==> src/rtl/spi_pkg.sv <==
// Shared definitions for the single-byte SPI master: FSM states and default geometry.
package spi_pkg;

  localparam int DEF_DATA_WIDTH = 8;
  localparam int DEF_CLK_DIV    = 2;

  typedef enum logic [1:0] {
    ST_IDLE = 2'd0,
    ST_XFER = 2'd1,
    ST_DONE = 2'd2
  } state_e;

endpackage

==> src/rtl/spi_clk_gen.sv <==
// Serial clock divider: registered sclk plus one-cycle strobes marking the
// system-clock edge on which sclk rises or falls. Held idle-low while disabled.
module spi_clk_gen #(
  parameter int CLK_DIV = spi_pkg::DEF_CLK_DIV
) (
  input  logic clk,
  input  logic rst,
  input  logic en_i,
  output logic sclk_o,
  output logic rise_tick_o,
  output logic fall_tick_o
);

  localparam int CW = (CLK_DIV > 1) ? $clog2(CLK_DIV) : 1;

  logic [CW-1:0] div_q, div_d;
  logic          sclk_q, sclk_d;
  logic          term_s;

  assign term_s      = (div_q == CW'(CLK_DIV - 1));
  assign rise_tick_o = en_i & term_s & ~sclk_q;
  assign fall_tick_o = en_i & term_s & sclk_q;
  assign sclk_o      = sclk_q;

  // Divider next state; disabling clears the count so every frame starts with a full half-period.
  always_comb begin
    div_d  = div_q;
    sclk_d = sclk_q;
    if (!en_i) begin
      div_d  = '0;
      sclk_d = 1'b0;
    end else if (term_s) begin
      div_d  = '0;
      sclk_d = ~sclk_q;
    end else begin
      div_d  = div_q + CW'(1);
    end
  end

  // Divider state register.
  always_ff @(posedge clk or negedge rst) begin
    if (!rst) begin
      div_q  <= '0;
      sclk_q <= 1'b0;
    end else begin
      div_q  <= div_d;
      sclk_q <= sclk_d;
    end
  end

endmodule

==> src/rtl/spi_master.sv <==
// Single-byte SPI master, mode 0, MSB first: frames one byte exchange per start
// request and presents the received byte once the frame has fully completed.
module spi_master
  import spi_pkg::*;
#(
  parameter int DATA_WIDTH = DEF_DATA_WIDTH,
  parameter int CLK_DIV    = DEF_CLK_DIV
) (
  input  logic                  clk,
  input  logic                  rst,
  input  logic                  miso,
  input  logic [DATA_WIDTH-1:0] data_in,
  input  logic                  ready_send,
  output logic                  mosi,
  output logic                  sclk,
  output logic                  ss,
  output logic [DATA_WIDTH-1:0] data_out
);

  localparam int BW = (DATA_WIDTH > 1) ? $clog2(DATA_WIDTH) : 1;

  state_e                state_q, state_d;
  logic [BW-1:0]         bit_q, bit_d;
  logic [DATA_WIDTH-1:0] tx_q, tx_d;
  logic [DATA_WIDTH-1:0] rx_q, rx_d;
  logic [DATA_WIDTH-1:0] dout_q, dout_d;
  logic                  mosi_q, mosi_d;
  logic                  ss_q, ss_d;
  logic                  rise_s, fall_s;

  spi_clk_gen #(.CLK_DIV(CLK_DIV)) u_clk_gen (
    .clk         (clk),
    .rst         (rst),
    .en_i        (state_q == ST_XFER),
    .sclk_o      (sclk),
    .rise_tick_o (rise_s),
    .fall_tick_o (fall_s)
  );

  // Frame FSM; ss stays high through DONE so back-to-back frames are separated by one IDLE cycle.
  always_comb begin
    state_d = state_q;
    bit_d   = bit_q;
    tx_d    = tx_q;
    rx_d    = rx_q;
    dout_d  = dout_q;
    mosi_d  = mosi_q;
    ss_d    = ss_q;
    case (state_q)
      ST_IDLE: begin
        if (ready_send) begin
          tx_d    = data_in;
          rx_d    = '0;
          mosi_d  = data_in[DATA_WIDTH-1];
          ss_d    = 1'b1;
          bit_d   = '0;
          state_d = ST_XFER;
        end else begin
          mosi_d  = 1'b0;
          ss_d    = 1'b0;
        end
      end
      ST_XFER: begin
        if (rise_s) begin
          rx_d = {rx_q[DATA_WIDTH-2:0], miso};
        end else begin
          rx_d = rx_q;
        end
        if (fall_s && (bit_q == BW'(DATA_WIDTH - 1))) begin
          dout_d  = rx_q;
          mosi_d  = 1'b0;
          state_d = ST_DONE;
        end else if (fall_s) begin
          tx_d   = tx_q << 1;
          mosi_d = tx_q[DATA_WIDTH-2];
          bit_d  = bit_q + BW'(1);
        end else begin
          state_d = ST_XFER;
        end
      end
      ST_DONE: begin
        mosi_d  = 1'b0;
        ss_d    = 1'b0;
        state_d = ST_IDLE;
      end
      default: begin
        mosi_d  = 1'b0;
        ss_d    = 1'b0;
        state_d = ST_IDLE;
      end
    endcase
  end

  // State, counters and datapath registers; reset aborts any frame in flight.
  always_ff @(posedge clk or negedge rst) begin
    if (!rst) begin
      state_q <= ST_IDLE;
      bit_q   <= '0;
      tx_q    <= '0;
      rx_q    <= '0;
      dout_q  <= '0;
      mosi_q  <= 1'b0;
      ss_q    <= 1'b0;
    end else begin
      state_q <= state_d;
      bit_q   <= bit_d;
      tx_q    <= tx_d;
      rx_q    <= rx_d;
      dout_q  <= dout_d;
      mosi_q  <= mosi_d;
      ss_q    <= ss_d;
    end
  end

  assign mosi     = mosi_q;
  assign ss       = ss_q;
  assign data_out = dout_q;

endmodule

==> config.mk <==
export PLATFORM = sky130hd
export DESIGN_NAME = spi_master
export DESIGN_NICKNAME = d
export VERILOG_FILES = /design/src/rtl/spi_pkg.sv /design/src/rtl/spi_clk_gen.sv /design/src/rtl/spi_master.sv
export SDC_FILE = /design/constraint.sdc
export NUM_CORES = 1
export LEC_CHECK = 0
export CAP_MARGIN = 20
export CORE_MARGIN = 4
export CORE_UTILIZATION = 50
export CTS_BUF_LIST = sky130_fd_sc_hd__clkbuf_8
export DETAILED_ROUTE_END_ITERATION = 10
export MAX_ROUTING_LAYER = met4
export PLACE_DENSITY_LB_ADDON = 0.1
export SLEW_MARGIN = 20
export SYNTH_ARGS = -nofsm -noshare
export SYNTH_HDL_FRONTEND = slang
export SYNTH_SLANG_ARGS = --single-unit
==> constraint.sdc <==
create_clock -name clk -period 1.7 [get_ports clk]
set_input_delay 0.425 -clock clk [delete_from_list [all_inputs] [get_ports clk]]
set_output_delay 0.425 -clock clk [all_outputs]
set_load 0.1 [all_outputs]
==> run_results.csv <==
group,metric,value,unit
clocking,cts_buffers,5,
clocking,worst_skew_pair.late_latency,0.29,ns
power,ir_worst_vdd,1.39,mV
grt,grt.overflow.total,0,
floorplanning,die-width,63.0,um
clocking,clock_path_buffers,2,
yosys,syn-num-nets,132,
worst_setup_path,path_max_fanout,6,
yosys,ys_async_sr_fraction,1.00,
sta,fin_setup_tns,0,ns
drt,final_antenna_net_count,0,
yosys,synthDistinctLibCells,30,
sta,rsz0062_at_grt,"true",
floorplanning,die_area,0.00396,mm2
placed_design,io_buffers,22,
grt,antenna_found_initial,0,
cells_and_area,final_nets,174,
yosys,synthFlopType,"dfrtp_1",
yosys,synth-seq-cells,32,
worst_setup_path,end_kind,"flip-flop",
sta,post-route-min-period,1.70,ns
yosys,synth.area.top_cells,"dfrtp_1 53%, mux2_4 8.0%, mux2_2 7.5%",
yosys,yosys.area.top_type_share,0.530,
worst_setup_path,required,1.86,ns
yosys,yosys.area.top_type,"dfrtp_1",
yosys,seq_area_frac_synth,0.530,
worst_setup_path,critPathLaunchType,"flip-flop",
worst_setup_path,crit_path_cell_trace,"ha_2, ha_4, nand4b_4, a21oi_4, mux2_4",
sta,fmax,590,MHz
drt,drtPass1Iterations,3,
yosys,synth_common_cells,"32 x dfrtp_1, 13 x inv_1, 11 x nand2_1, 10 x mux2_2, 10 x mux2i_1",
drt,wl,2.89,mm
worst_hold_path,hold_class,"flip-flop to flip-flop",
worst_setup_path,path_class,"flip-flop to flip-flop",
yosys,synth.most_common_cell,"dfrtp_1",
sta,tightest_slew,0.406,ns
sta,setup_violations,0,
grt,grt_pass1_vias,1104,
flow_run,drv_cap,0,
sta,slew_viol_final,0,
yosys,synth_warnings,0,
power,pwr_density_cell,2070,mW/mm2
sta,fin_skew,0.00712,ns
floorplanning,start_util,0.534,
run_status,status,"finished clean",
power,p_leak,1.07,nW
worst_setup_path,arrival,1.86,ns
yosys,netlist_area,0.00151,mm2
grt,grt_pass1_wl,5.13,mm
cells_and_area,syn2layout_area_growth,41.4,%
floorplanning,die_h,63.0,um
clocking,cts_tree,"built",
drt,dr_total_vias,999,
clocking,clock-sinks,32,
placed_design,dpl.hpwl,2.03,mm
sta,setup_ws,0.00401,ns
yosys,synth_edf_count,0,
clocking,holdBufCountCts,0,
placed_design,place_area,0.00197,mm2
floorplanning,ioPinCount,23,
cells_and_area,final_cell_area,0.00214,mm2
drt,viasPerCell,5.20,
placed_design,pre_cts_slack,-0.0463,ns
sta,finalCritPeriodShare,0.998,
clocking,path_clk_slew,0.07,ns
yosys,syn_avg_cell_area,12.8,um2
grt,grt_usage,0.173,
power,p_total,0.00442,W
drt,wl_per_cell,15.0,um
clocking,h-tree-depth,2,
sta,relSlewSlack,0.729,
cells_and_area,drive_gt1_frac,0.391,
floorplanning,rows,19,
floorplanning,core-area,0.00283,mm2
yosys,netlist_instances,118,
grt,grt_max_degree,33,
sta,final-hold-violation-count,0,
clocking,root_buffer,"clkbuf_8",
placed_design,routabilityCongestion,0.711,
cells_and_area,n_antenna_cell,0,
drt,drtIter0Drc,32,
worst_setup_path,slowest_stage,"dfrtp_1",
worst_setup_path,critPathMaxStageDelay,0.39,ns
drt,drc_errors,0,
==> per-layer routing <==
layer | vias up | routed length, um | GRT usage
li1 | 484 | - | -
met1 | 493 | 1340 | 0.204
met2 | 19 | 1390 | 0.267
met3 | 3 | 129 | 0.0701
met4 | 0 | 27 | 0.0579
met5 | - | 0 | -
==> cell usage in the layout (no fill, tap or decap), drive strengths merged <==
master | Yosys | layout
buf | 4 | 29
clkdlybuf4s50 | 0 | 11
clkbuf | 1 | 5
clkinv | 0 | 1
nand3b | 2 | 2
nand2b | 2 | 2
a221o | 2 | 2
ha | 2 | 2
dfrtp | 32 | 32
nand4b | 1 | 1
nor3 | 1 | 1
inv | 13 | 14
a31oi | 1 | 1
nor2b | 1 | 1
o311ai | 1 | 1
xnor2 | 1 | 1
nor2 | 4 | 4
a21oi | 3 | 3
nand2 | 11 | 11
o211ai | 1 | 1
mux2 | 18 | 18
bufinv | 0 | 1
mux2i | 10 | 10
o32ai | 1 | 1
or2 | 2 | 2
o211a | 2 | 2
nand3 | 2 | 2
==> where the power goes <==
part           switching (W)  total, W  internal, W
Sequential          0.000298   0.00135      0.00105
Combinational        0.00125   0.00236      0.00111
Clock               0.000287  0.000715     0.000429
==> worst max-delay path, delay by kind of cell, from the launching register on <==
family / cells / cell delay [ns]
flip-flops: 1 / 0.39
multiplexers: 1 / 0.34
adder cells (fa/ha/maj): 2 / 0.36
AO/OA/AOI/OAI: 1 / 0.30
AND/OR/NAND/NOR: 1 / 0.19
==> worst paths after layout <==
| path | startpoint | endpoint | slack (ns) | cells after the start |
|---|---|---|---|---|
| max | bit_q[1] | tx_q[2] | 0.004 | 5 |
| min | tx_q[1] | tx_q[1] | 0.51 | 1 |
| min reg2reg | tx_q[1] | tx_q[1] | 0.51 | 1 |
| max in group asynchronous | rst | u_clk_gen.sclk_o | 0.85 | 2 |
| min in group asynchronous | rst | bit_q[1] | 0.53 | 2 |
| max reg2reg | bit_q[1] | tx_q[2] | 0.004 | 5 |
==> final cells by class <==
class | count | area (um2)
flip-flops and latches | 32 | 802
multi-input cells | 68 | 661
fillers | 186 | 693
inverters | 13 | 48.8
clock inverters | 3 | 38.8
clock buffers | 5 | 68.8
well taps | 31 | 38.8
repair buffers | 40 | 478
==> cell families after synthesis <==
kind of cell,share of synthesized area
buffers and inverters,0.0547
XOR/XNOR,0.00580
flip-flops,0.530
AND/OR/NAND/NOR,0.100
AO/OA/AOI/OAI,0.0721
adder cells (fa/ha/maj),0.0166
multiplexers,0.220
==> stage by stage <==
step	cells	hold WS, ns	util
4_1_cts	190	0.510	0.750
6_report	192	0.508	0.755
2_1_floorplan	118	0.129	-
3_3_place_gp	181	0.486	0.697
3_5_place_dp	181	0.492	0.697
5_1_grt	192	0.532	0.755
==> what timing repair did <==
item | in CTS | in global routing
setup buffers | 1 | 2
endpoints found under the setup margin | 5 | 6
gates cloned | 0 | 0
pin swaps | 2 | 1
resized for setup | 8 | 0
==> sequential cells by signal (all words and copies together), names as in the netlist <==
| signal | flops |
|---|---|
| data_out | 8 |
| ss | 1 |
| state_q | 2 |
| tx_q | 7 |
| u_clk_gen.sclk_o | 1 |
| rx_q | 8 |
| bit_q | 3 |
| mosi | 1 |
| u_clk_gen.div_q | 1 |
Power figures use the tool's default switching activity.
==> edit, RTL diff (config.mk and constraints unchanged) <==
Encoding of `state_e`: now one-hot (3 bits for 3 states).
--- a/src/rtl/spi_pkg.sv
+++ b/src/rtl/spi_pkg.sv
@@ -4,10 +4,10 @@
   localparam int DEF_DATA_WIDTH = 8;
   localparam int DEF_CLK_DIV    = 2;
 
-  typedef enum logic [1:0] {
-    ST_IDLE = 2'd0,
-    ST_XFER = 2'd1,
-    ST_DONE = 2'd2
+  typedef enum logic [2:0] {
+    ST_IDLE = 3'b001,
+    ST_XFER = 3'b010,
+    ST_DONE = 3'b100
   } state_e;
 
 endpackage
Check against the original RTL: same outputs for any inputs over 10 cycles, from zero or initial values and one cycle with rst low; not proved beyond that.
==> edit against the unedited design <==
- sequential cell count grew 1
- clock skew shrank 0.0018 ns
- non-clock buffer count grew 3
- first-iteration DRC count grew 84%
- routed wire length grew 8.3%
- worst setup slack gained 0.011 ns
- sequential share of layout area grew 0.59 points
- synthesized area grew 0.17%
- design area grew 2.0%
- count of clock-buffer cells in the layout grew 1
- critical path type unchanged
Power is not compared: it rests on default switching activity, and its combinational part moved more than twofold at a synthesized area within 25%.
==> edit: results (changes against the unedited design) <==
| Metric | Value |
|---|---|
| Post-DP HPWL | 2132 um (+4.9%) |
| Synth top area cells | dfrtp_1 53%, nand2_1 10%, mux2_1 6.0% |
| Reg2Reg Depth | 7 (+2) |
| Hold Slack | 0.4931 ns (-0.01520 ns) |
| Syn nets | 150 (+14%) |
| Number of global-route vias before repair | 1142 (+3.4%) |
| Pleak | 1.017 nW |
| Worst path slowest cell | dfrtp_1 |
| Hold Path End | data_out[7]$_DFFE_PN0P_ |
| HP Start | rx_q[7]$_DFFE_PN0P_ |
| M3 GR Usage | 0.07194 (+0.001799) |
| Sequential element share of the synthesized area | 0.5467 (+0.01649) |
| M2 GR Usage | 0.2964 (+0.02899) |
| Global-route wire length before repair | 5526 um (+7.8%) |
| DR iter-0 viols | 59 (+84%) |
| Clock root cell | clkbuf_8 |
| Nets | 194 (+11%) |
| R2R setup slack | 0.02 ns |
| VDD IR max | 1.026 mV |
| Relative slew slack | 0.8280 (+0.09866) |
| DR pass1 iterations | 4 (+1) |
| Asr flop ratio synth | 1.000 (unchanged) |
| Distinct cells, synth | 32 (+6.7%) |
| Met1 Usage GRT | 0.2135 (+0.009069) |
| Total CTS buffers | 5 (unchanged) |
| Layout cell share with drive strength beyond 1 | 0.3039 (-0.08744) |
| R2r endpoint | tx_q[3]$_DFFE_PN0P_ |
| Yosys warnings | 0 (unchanged) |
| Hold Path Class | reg -> reg |
| Status | finished clean |
| Leading area contributor after synthesis | dfrtp_1 |
| Clk_lat worst skew | 0.28 ns |
| # H-tree levels | 2 (unchanged) |
| Hold path depth | 1 (unchanged) |
| Clock buffer depth | 2 (unchanged) |
| GRT Total Usage | 0.1898 (+0.01681) |
| Largest net degree at the start of global routing | 34 (+3.0%) |
| Antenna Cells | 0 (unchanged) |
| Reg2Reg Launch Point | bit_q[0]$_DFFE_PN0P_ |
| Initial antenna violation count | 0 (unchanged) |
| Slowest stage delay, CP | 0.40 ns |
| Clock-pin slew on the worst setup and hold paths | 0.07 ns (about the same) |
| Worst clock skew | 0.005304 ns (-0.001812 ns) |
| WP data arrival | 1.85 ns |
| CP Max Fanout | 6 (unchanged) |
| Synth top cells by count | 41 x nand2_1, 32 x dfrtp_1, 13 x o21ai_1, 8 x mux2_1, 6 x mux2_4 |
| Final wirelength | 3128 um (+8.3%) |
| Routability-driven placement congestion ratio | 0.7953 (+12%) |
| Port Buffers | 22 (unchanged) |
| Via density | 5.217 (+0.27%) |
-- edit: cell count changes in the layout (fill, tap and decap cells not counted), moves of 5 or more --
cell | before | now
mux2_1 | 0 | 8
mux2_4 | 13 | 6
mux2i_1 | 10 | 2
mux2_2 | 5 | 0
inv_1 | 14 | 2
o21ai_1 | 0 | 13
nand2_1 | 11 | 41
-- edit: cells by family (layout without fill, tap and decap cells) --
family / after synthesis / in the layout / synth area share
adders and majority gates: 2 / 2 / 0.01654
DFF: 33 / 33 / 0.5467
buffers and inverters: 6 / 51 / 0.02316
AOI/OAI and AO/OA: 24 / 24 / 0.1034
muxes: 16 / 16 / 0.1323
and+or+nand+nor: 54 / 54 / 0.1720
xor gates and xnor gates: 1 / 1 / 0.005791
-- edit: report_power, final --
part	switching [mW]	leakage [nW]	total (mW)	internal, mW
registers	0.131	0.438	1.07	0.944
clock network	0.265	0.0538	0.582	0.318
logic	0.548	0.526	1.15	0.604
-- edit: critical path, delay by kind of cell, from the launching register on --
family / cells / cell delay [ns]
multiplexers: 1 / 0.30
flip-flops: 1 / 0.40
AO/OA/AOI/OAI: 1 / 0.13
buffers and inverters: 1 / 0.14
adder cells (fa/ha/maj): 2 / 0.37
AND/OR/NAND/NOR: 2 / 0.22
-- edit: layer usage --
metal | vias up | wire length [um]
met3 | 6 | 157
met5 | - | 0
li1 | 552 | -
met4 | 0 | 65
met1 | 524 | 1378
met2 | 24 | 1527
-- edit: timing repair --
item,4_1_cts,5_1_grt
endpoints found under the setup margin,14,14
setup buffers,5,2
resized for setup,5,2
cloned,0,0
pin swaps,2,2
-- edit: through the flow --
step	instances	area (um2)	TNS [ns]	worst slack, ns
floorplan	136	1539	0	0.02024
global placement	198	1998	-1.540	-0.2482
detailed placement	198	1998	-2.224	-0.3083
CTS	211	2156	-0.003546	-0.003546
global route	212	2178	-0.2249	-0.03594
finish	212	2178	0	0.01514
-- edit: how the worst max path moves through the flow --
stage	slack, ns	to	from
2_1_floorplan	0.02	tx_q[1]$_DFFE_PN0P_	state_q[0]$_DFFE_PN1P_
4_1_cts	-0.004	tx_q[3]$_DFFE_PN0P_	state_q[1]$_DFFE_PN0P_
6_report	0.02	tx_q[3]$_DFFE_PN0P_	bit_q[0]$_DFFE_PN0P_
5_1_grt	-0.04	tx_q[3]$_DFFE_PN0P_	bit_q[0]$_DFFE_PN0P_
3_3_place_gp	-0.25	tx_q[1]$_DFFE_PN0P_	ready_send
3_5_place_dp	-0.31	tx_q[3]$_DFFE_PN0P_	ready_send
-- edit: final cells by class --
cell class | instances | area (um2)
flip-flops and latches | 33 | 830.8
clock buffers | 6 | 82.58
multi-input cells | 97 | 699.4
repair buffers | 43 | 519.2
well taps | 31 | 38.79
fillers | 188 | 650.6
clock inverters | 2 | 7.507
